**src/rtl/alu_result_stage.sv**
```systemverilog
// Execute-to-memory stage: 2-entry skid buffer holding the ALU result and control fields, with branch resolution.
// Optional bypass source enabled by defining ALU_RESULT_STAGE_FWD_EN.

package types;
  typedef logic [31:0] bus_type;
  typedef logic [4:0]  reg_addr_type;
endpackage

module alu_result_stage
  import types::*;
(
  input  logic         clk,
  input  logic         rst_n,
  input  logic         flush,
  input  logic         in_valid,
  output logic         in_ready,
  input  bus_type      alu_s,
  input  logic         alu_zero,
  input  reg_addr_type rd,
  input  logic         reg_write,
  input  logic         mem_read,
  input  logic         mem_write,
  input  logic         branch,
  input  logic         branch_ne,
  input  bus_type      store_data,
  input  bus_type      branch_target,
  output logic         out_valid,
  input  logic         out_ready,
  output bus_type      out_s,
  output bus_type      out_store_data,
  output bus_type      out_branch_target,
  output reg_addr_type out_rd,
  output logic         out_reg_write,
  output logic         out_mem_read,
  output logic         out_mem_write,
  output logic         out_branch_taken,
  output logic         fwd_valid,
  output reg_addr_type fwd_rd,
  output bus_type      fwd_data
);

  typedef struct packed {
    bus_type      s;
    bus_type      store_data;
    bus_type      branch_target;
    reg_addr_type rd;
    logic         reg_write;
    logic         mem_read;
    logic         mem_write;
    logic         branch_taken;
  } entry_t;

  entry_t head_reg, skid_reg, in_entry;
  logic   head_valid_reg, skid_valid_reg;
  logic   accept, xfer;

  // The zero flag is consumed here; only the branch decision travels on.
  always_comb begin
    in_entry               = '0;
    in_entry.s             = alu_s;
    in_entry.store_data    = store_data;
    in_entry.branch_target = branch_target;
    in_entry.rd            = rd;
    in_entry.reg_write     = reg_write & (rd != 5'd0);
    in_entry.mem_read      = mem_read;
    in_entry.mem_write     = mem_write;
    in_entry.branch_taken  = branch & (alu_zero ^ branch_ne);
  end

  assign in_ready = !skid_valid_reg;
  assign accept   = in_valid & in_ready;
  assign xfer     = head_valid_reg & out_ready;

  always_ff @(posedge clk or negedge rst_n) begin
    if (!rst_n) begin
      head_reg       <= '0;
      skid_reg       <= '0;
      head_valid_reg <= 1'b0;
      skid_valid_reg <= 1'b0;
    end else if (flush) begin
      head_valid_reg <= 1'b0;
      skid_valid_reg <= 1'b0;
    end else if (!head_valid_reg || xfer) begin
      if (skid_valid_reg) begin
        head_reg       <= skid_reg;
        head_valid_reg <= 1'b1;
        skid_valid_reg <= 1'b0;
      end else begin
        head_valid_reg <= accept;
        if (accept) head_reg <= in_entry;
      end
    end else if (accept) begin
      skid_reg       <= in_entry;
      skid_valid_reg <= 1'b1;
    end
  end

  assign out_valid         = head_valid_reg;
  assign out_s             = head_reg.s;
  assign out_store_data    = head_reg.store_data;
  assign out_branch_target = head_reg.branch_target;
  assign out_rd            = head_reg.rd;
  assign out_reg_write     = head_reg.reg_write;
  assign out_mem_read      = head_reg.mem_read;
  assign out_mem_write     = head_reg.mem_write;
  assign out_branch_taken  = head_reg.branch_taken;

`ifdef ALU_RESULT_STAGE_FWD_EN
  // Loads are excluded: their data does not exist until the memory stage.
  assign fwd_valid = head_valid_reg & head_reg.reg_write & !head_reg.mem_read;
  assign fwd_rd    = head_reg.rd;
  assign fwd_data  = head_reg.s;
`else
  assign fwd_valid = 1'b0;
  assign fwd_rd    = '0;
  assign fwd_data  = '0;
`endif

endmodule

```
**config.mk**
```make
export PLATFORM = sky130hd
export DESIGN_NAME = alu_result_stage
export DESIGN_NICKNAME = d
export VERILOG_FILES = /design/src/rtl/alu_result_stage.sv
export SDC_FILE = /design/constraint.sdc
export NUM_CORES = 1
export LEC_CHECK = 0
export BUFFER_PORTS_ARGS = -buffer_cell sky130_fd_sc_hd__buf_2
export CORE_MARGIN = 1
export CORE_UTILIZATION = 40
export DETAILED_ROUTE_END_ITERATION = 6
export MAX_ROUTING_LAYER = met4
export SLEW_MARGIN = 15
export SYNTH_ARGS = -nofsm -noshare
export SYNTH_HDL_FRONTEND = slang
export SYNTH_SLANG_ARGS = --single-unit
```
**constraint.sdc**
```tcl
create_clock -name clk -period 1.9 [get_ports clk]
set_input_delay 0.475 -clock clk [delete_from_list [all_inputs] [get_ports clk]]
set_output_delay 0.475 -clock clk [all_outputs]
set_load 0.01 [all_outputs]
```
==> run_summary.xml <==
<?xml version="1.0" encoding="UTF-8"?>
<metrics>
  <group name="timing">
    <metric name="finalMaxSlewViolations" unit="">0</metric>
    <metric name="grt_setup_unrepaired" unit="">no</metric>
    <metric name="final.setup.worst_slack" unit="ps">72.0</metric>
    <metric name="fin_skew" unit="ps">5.60</metric>
    <metric name="period_minus_slack" unit="ps">1830</metric>
    <metric name="maxClockFrequency" unit="GHz">0.547</metric>
    <metric name="final_hold_viol_count" unit="">0</metric>
    <metric name="setup-violations-final" unit="">0</metric>
    <metric name="fin_tns_setup" unit="ps">0</metric>
    <metric name="timing.final.crit_share" unit="%">96.2</metric>
  </group>
  <group name="synthesis">
    <metric name="async_flop_share" unit="%">100</metric>
    <metric name="post_synth_most_frequent_cells" unit="">sky130_fd_sc_hd__mux2_2 (251), sky130_fd_sc_hd__dfrtp_1 (212), sky130_fd_sc_hd__mux2_1 (58)</metric>
    <metric name="number_of_instances_in_the_synthesized_netlist" unit="">619</metric>
    <metric name="yosys-top-cells-area" unit="">sky130_fd_sc_hd__dfrtp_1 (56%), sky130_fd_sc_hd__mux2_2 (30%), sky130_fd_sc_hd__mux2_1 (6.9%)</metric>
    <metric name="syn_area_per_cell" unit="um2">15.4</metric>
    <metric name="synth.top_cell.area_share" unit="%">55.8</metric>
    <metric name="post-synth-top-area-cell" unit="">sky130_fd_sc_hd__dfrtp_1</metric>
    <metric name="synthesis.area" unit="um2">9510</metric>
    <metric name="part_of_the_yosys_area_used_for_sequential_elements" unit="%">55.8</metric>
    <metric name="synth_ff_type" unit="">sky130_fd_sc_hd__dfrtp_1</metric>
    <metric name="yosys_warns" unit="">0</metric>
    <metric name="post_synth_num_cell_types" unit="">29</metric>
    <metric name="ys_ff_latch" unit="">212</metric>
    <metric name="count_of_flip_flops_with_a_built_in_enable_after_synthesis" unit="">0</metric>
    <metric name="synth_most_common_cell" unit="">sky130_fd_sc_hd__mux2_2</metric>
  </group>
  <group name="placement">
    <metric name="place.port_buffers" unit="">218</metric>
    <metric name="gp_congestion" unit="">0.687</metric>
    <metric name="post_dp_cell_area" unit="um2">11000</metric>
    <metric name="dp_worst_setup_slack" unit="ps">21.9</metric>
    <metric name="dp_hpwl" unit="um">13200</metric>
  </group>
  <group name="cts">
    <metric name="clk_root_buffer_cell" unit="">sky130_fd_sc_hd__clkbuf_16</metric>
    <metric name="clock_path_buffers" unit="">3</metric>
    <metric name="inserted_clock_buffers" unit="">24</metric>
    <metric name="clock_sinks" unit="">212</metric>
    <metric name="clock_tree_from_tritoncts" unit="">done</metric>
    <metric name="h_tree_depth_reported_by_cts" unit="">1</metric>
    <metric name="clk-insertion-delay-late" unit="ps">500</metric>
    <metric name="clkTransAtPathRegs" unit="ps">60</metric>
  </group>
  <group name="drt">
    <metric name="drt_drc_violations_left" unit="">0</metric>
    <metric name="wire_per_inst" unit="um">16.2</metric>
    <metric name="ant_nets" unit="">0</metric>
    <metric name="drt_first_pass_iters" unit="">4</metric>
    <metric name="routed_via_density" unit="">4.74</metric>
    <metric name="wl" unit="um">19400</metric>
    <metric name="detailedRoute.firstIterationViolations" unit="">113</metric>
    <metric name="dr_total_vias" unit="">5668</metric>
  </group>
  <group name="cells_and_area">
    <metric name="flow.area_growth_from_synthesis" unit="%">24.0</metric>
    <metric name="num-nets-final" unit="">972</metric>
    <metric name="finalInstanceArea" unit="um2">11800</metric>
    <metric name="fraction_of_layout_instances_using_a_drive_strength_above_1" unit="%">61.9</metric>
    <metric name="fillerInstances" unit="">2117</metric>
    <metric name="largest_reg_flops" unit="">105</metric>
  </group>
  <group name="worst_setup_path">
    <metric name="worstSetupEndpointType" unit="">output port</metric>
    <metric name="r2r_end" unit="">skid_reg[95]$_DFFE_PN0P_</metric>
    <metric name="timing.setup.critical_path_class" unit="">reg2out</metric>
    <metric name="worst_ep_arrival_time" unit="ps">1350</metric>
    <metric name="r2r_slack" unit="ps">150</metric>
    <metric name="crit_path_max_fanout" unit="">20</metric>
    <metric name="worstRegToRegCells" unit="">5</metric>
    <metric name="start_kind" unit="">flip-flop</metric>
    <metric name="critical_path_required" unit="ps">1420</metric>
    <metric name="worstReg2RegStart" unit="">skid_valid_reg$_DFFE_PN0P_</metric>
  </group>
  <group name="min_path">
    <metric name="hold_path.startpoint" unit="">store_data[20]</metric>
    <metric name="holdPathEnd" unit="">skid_reg[61]$_DFFE_PN0P_</metric>
    <metric name="min_path_cells" unit="">2</metric>
    <metric name="hp-class" unit="">in2reg</metric>
  </group>
  <group name="power_and_ir_drop">
    <metric name="ir_worst_vdd" unit="mV">0.652</metric>
    <metric name="clock_power_share" unit="%">34.6</metric>
    <metric name="power.internal" unit="uW">9350</metric>
    <metric name="cellLeakagePower" unit="uW">0.00546</metric>
    <metric name="power.net_switching" unit="uW">3180</metric>
    <metric name="seq_power_share" unit="%">47.6</metric>
    <metric name="switching_share" unit="%">25.4</metric>
    <metric name="power-per-cell-area" unit="nW/um2">1060</metric>
    <metric name="power" unit="uW">12500</metric>
    <metric name="power_frac_comb" unit="%">17.8</metric>
  </group>
  <group name="floorplanning">
    <metric name="boundaryPins" unit="">257</metric>
    <metric name="fp-row-count" unit="">56</metric>
    <metric name="die_area" unit="um2">24400</metric>
    <metric name="floorplan.initialDensity" unit="%">40.6</metric>
    <metric name="die_height" unit="um">156</metric>
    <metric name="die-width" unit="um">156</metric>
    <metric name="core_area" unit="um2">23400</metric>
  </group>
  <group name="grt">
    <metric name="grt_pass1_wl" unit="um">30500</metric>
    <metric name="grt_pass1_vias" unit="">5722</metric>
    <metric name="gr-usage-all-layers" unit="%">16.3</metric>
    <metric name="grt_overflow" unit="">0</metric>
    <metric name="number_of_antenna_violations_at_the_first_check_in_global_routing" unit="">3</metric>
    <metric name="maximum_number_of_pins_on_one_net_before_global_route_repair" unit="">71</metric>
  </group>
  <group name="job">
    <metric name="maxCapViolations" unit="">0</metric>
  </group>
  <group name="outcome">
    <metric name="status" unit="">finished clean</metric>
  </group>
</metrics>
[per-stage QoR]
step	std cells	util [%]	hold slack, ps
finish	1196	50.4	196
global route	1196	50.4	169
CTS	1192	50.3	162
detailed placement	1149	46.9	382
global placement	1149	46.9	384
floorplan	656	-	179
[worst max path at each step]
| stage | from | endpoint | slack [ps] | cells past startpoint |
|---|---|---|---|---|
| finish | skid_valid_reg$_DFFE_PN0P_ | in_ready | 70 | 3 |
| global route | skid_valid_reg$_DFFE_PN0P_ | in_ready | 10 | 3 |
| CTS | skid_valid_reg$_DFFE_PN0P_ | in_ready | 9 | 3 |
| detailed placement | out_ready | out_s[18]$_DFFE_PN0P_ | 20 | 6 |
| global placement | out_ready | out_s[21]$_DFFE_PN0P_ | 60 | 6 |
| floorplan | out_ready | out_branch_target[29]$_DFFE_PN0P_ | 220 | 5 |
[cell usage in the layout, fill, tap and decap left out]
cell                            count
sky130_fd_sc_hd__mux2_1            58
sky130_fd_sc_hd__clkbuf_16         25
sky130_fd_sc_hd__o31a_1             1
sky130_fd_sc_hd__mux2i_1            2
sky130_fd_sc_hd__nor3_1             1
sky130_fd_sc_hd__a21oi_1            1
sky130_fd_sc_hd__clkbuf_1           5
sky130_fd_sc_hd__mux2_2           251
sky130_fd_sc_hd__a31oi_1            1
sky130_fd_sc_hd__buf_16             1
sky130_fd_sc_hd__and2b_4            1
sky130_fd_sc_hd__nor2_4             1
sky130_fd_sc_hd__buf_4             18
sky130_fd_sc_hd__dlygate4sd3_1      1
sky130_fd_sc_hd__buf_6              1
sky130_fd_sc_hd__dfrtp_4            1
sky130_fd_sc_hd__clkbuf_8           6
sky130_fd_sc_hd__inv_4              1
sky130_fd_sc_hd__a2111oi_0          1
sky130_fd_sc_hd__bufbuf_16          1
sky130_fd_sc_hd__or4_1              1
sky130_fd_sc_hd__nand2b_1           1
sky130_fd_sc_hd__o211ai_1           1
sky130_fd_sc_hd__buf_12            11
sky130_fd_sc_hd__nand3_4            1
sky130_fd_sc_hd__nand3_1            1
sky130_fd_sc_hd__diode_2            3
sky130_fd_sc_hd__nor3_4             1
sky130_fd_sc_hd__buf_2            216
sky130_fd_sc_hd__nor2_1             1
sky130_fd_sc_hd__nand2_1            2
sky130_fd_sc_hd__xor2_1             1
sky130_fd_sc_hd__conb_1            38
sky130_fd_sc_hd__inv_1              3
sky130_fd_sc_hd__o21ai_0            1
sky130_fd_sc_hd__a2bb2oi_1          1
sky130_fd_sc_hd__dfrtp_1          211
sky130_fd_sc_hd__clkinv_2           5
[critical path, cell delays in order (launching register included)]
cell                      delay (ps)
sky130_fd_sc_hd__dfrtp_4         500
sky130_fd_sc_hd__buf_16          180
sky130_fd_sc_hd__inv_4            70
sky130_fd_sc_hd__buf_6            90
[cell families after synthesis]
family | synth area share (%)
other cells | 0.0394
flops | 55.8
xor+xnor | 0.0921
buf+inv | 5.91
simple gates | 0.868
mux | 36.8
compound gates | 0.526
[power by group through the flow]
| stage | Sequential, uW | Combinational, uW | Clock (uW) |
|---|---|---|---|
| 2_1_floorplan | 6170 | 1200 | 0 |
| 3_3_place_gp | 6010 | 2220 | 0 |
| 3_5_place_dp | 6040 | 2270 | 0 |
| 4_1_cts | 5970 | 2280 | 4510 |
| 5_1_grt | 6090 | 2450 | 4670 |
| 6_report | 5960 | 2230 | 4330 |
[what timing repair did]
| action | 4_1_cts | 5_1_grt |
|---|---|---|
| hold endpoints to repair | 21 | 0 |
| setup endpoints to repair | 1 | 32 |
| buffers inserted | 2 | 1 |
| hold buffers | 1 | 0 |
| gates resized for setup | 2 | 2 |
| cloned | 1 | 0 |
[layout make-up]
class | instances | area [um2] | share of cell area [%]
clock buffers | 35 | 713 | 6.05
repair buffers | 250 | 1530 | 13.0
clock inverters | 5 | 25.0 | 0.212
inverters | 4 | 17.5 | 0.149
flip-flops and latches | 212 | 5310 | 45.0
well taps | 319 | 399 | 3.38
diodes | 3 | 7.51 | 0.0637
multi-input cells | 368 | 3790 | 32.1
[per-layer routing]
layer  part of all wire, %  vias up  track usage [%]
met5                     0        -                -
met4                   1.3        0             2.80
met3                   7.3       21             4.78
met2                    45      169             25.5
met1                    46     2854             21.2
li1                      -     2624                -
Note: power is estimated with default switching activity, not from simulation.
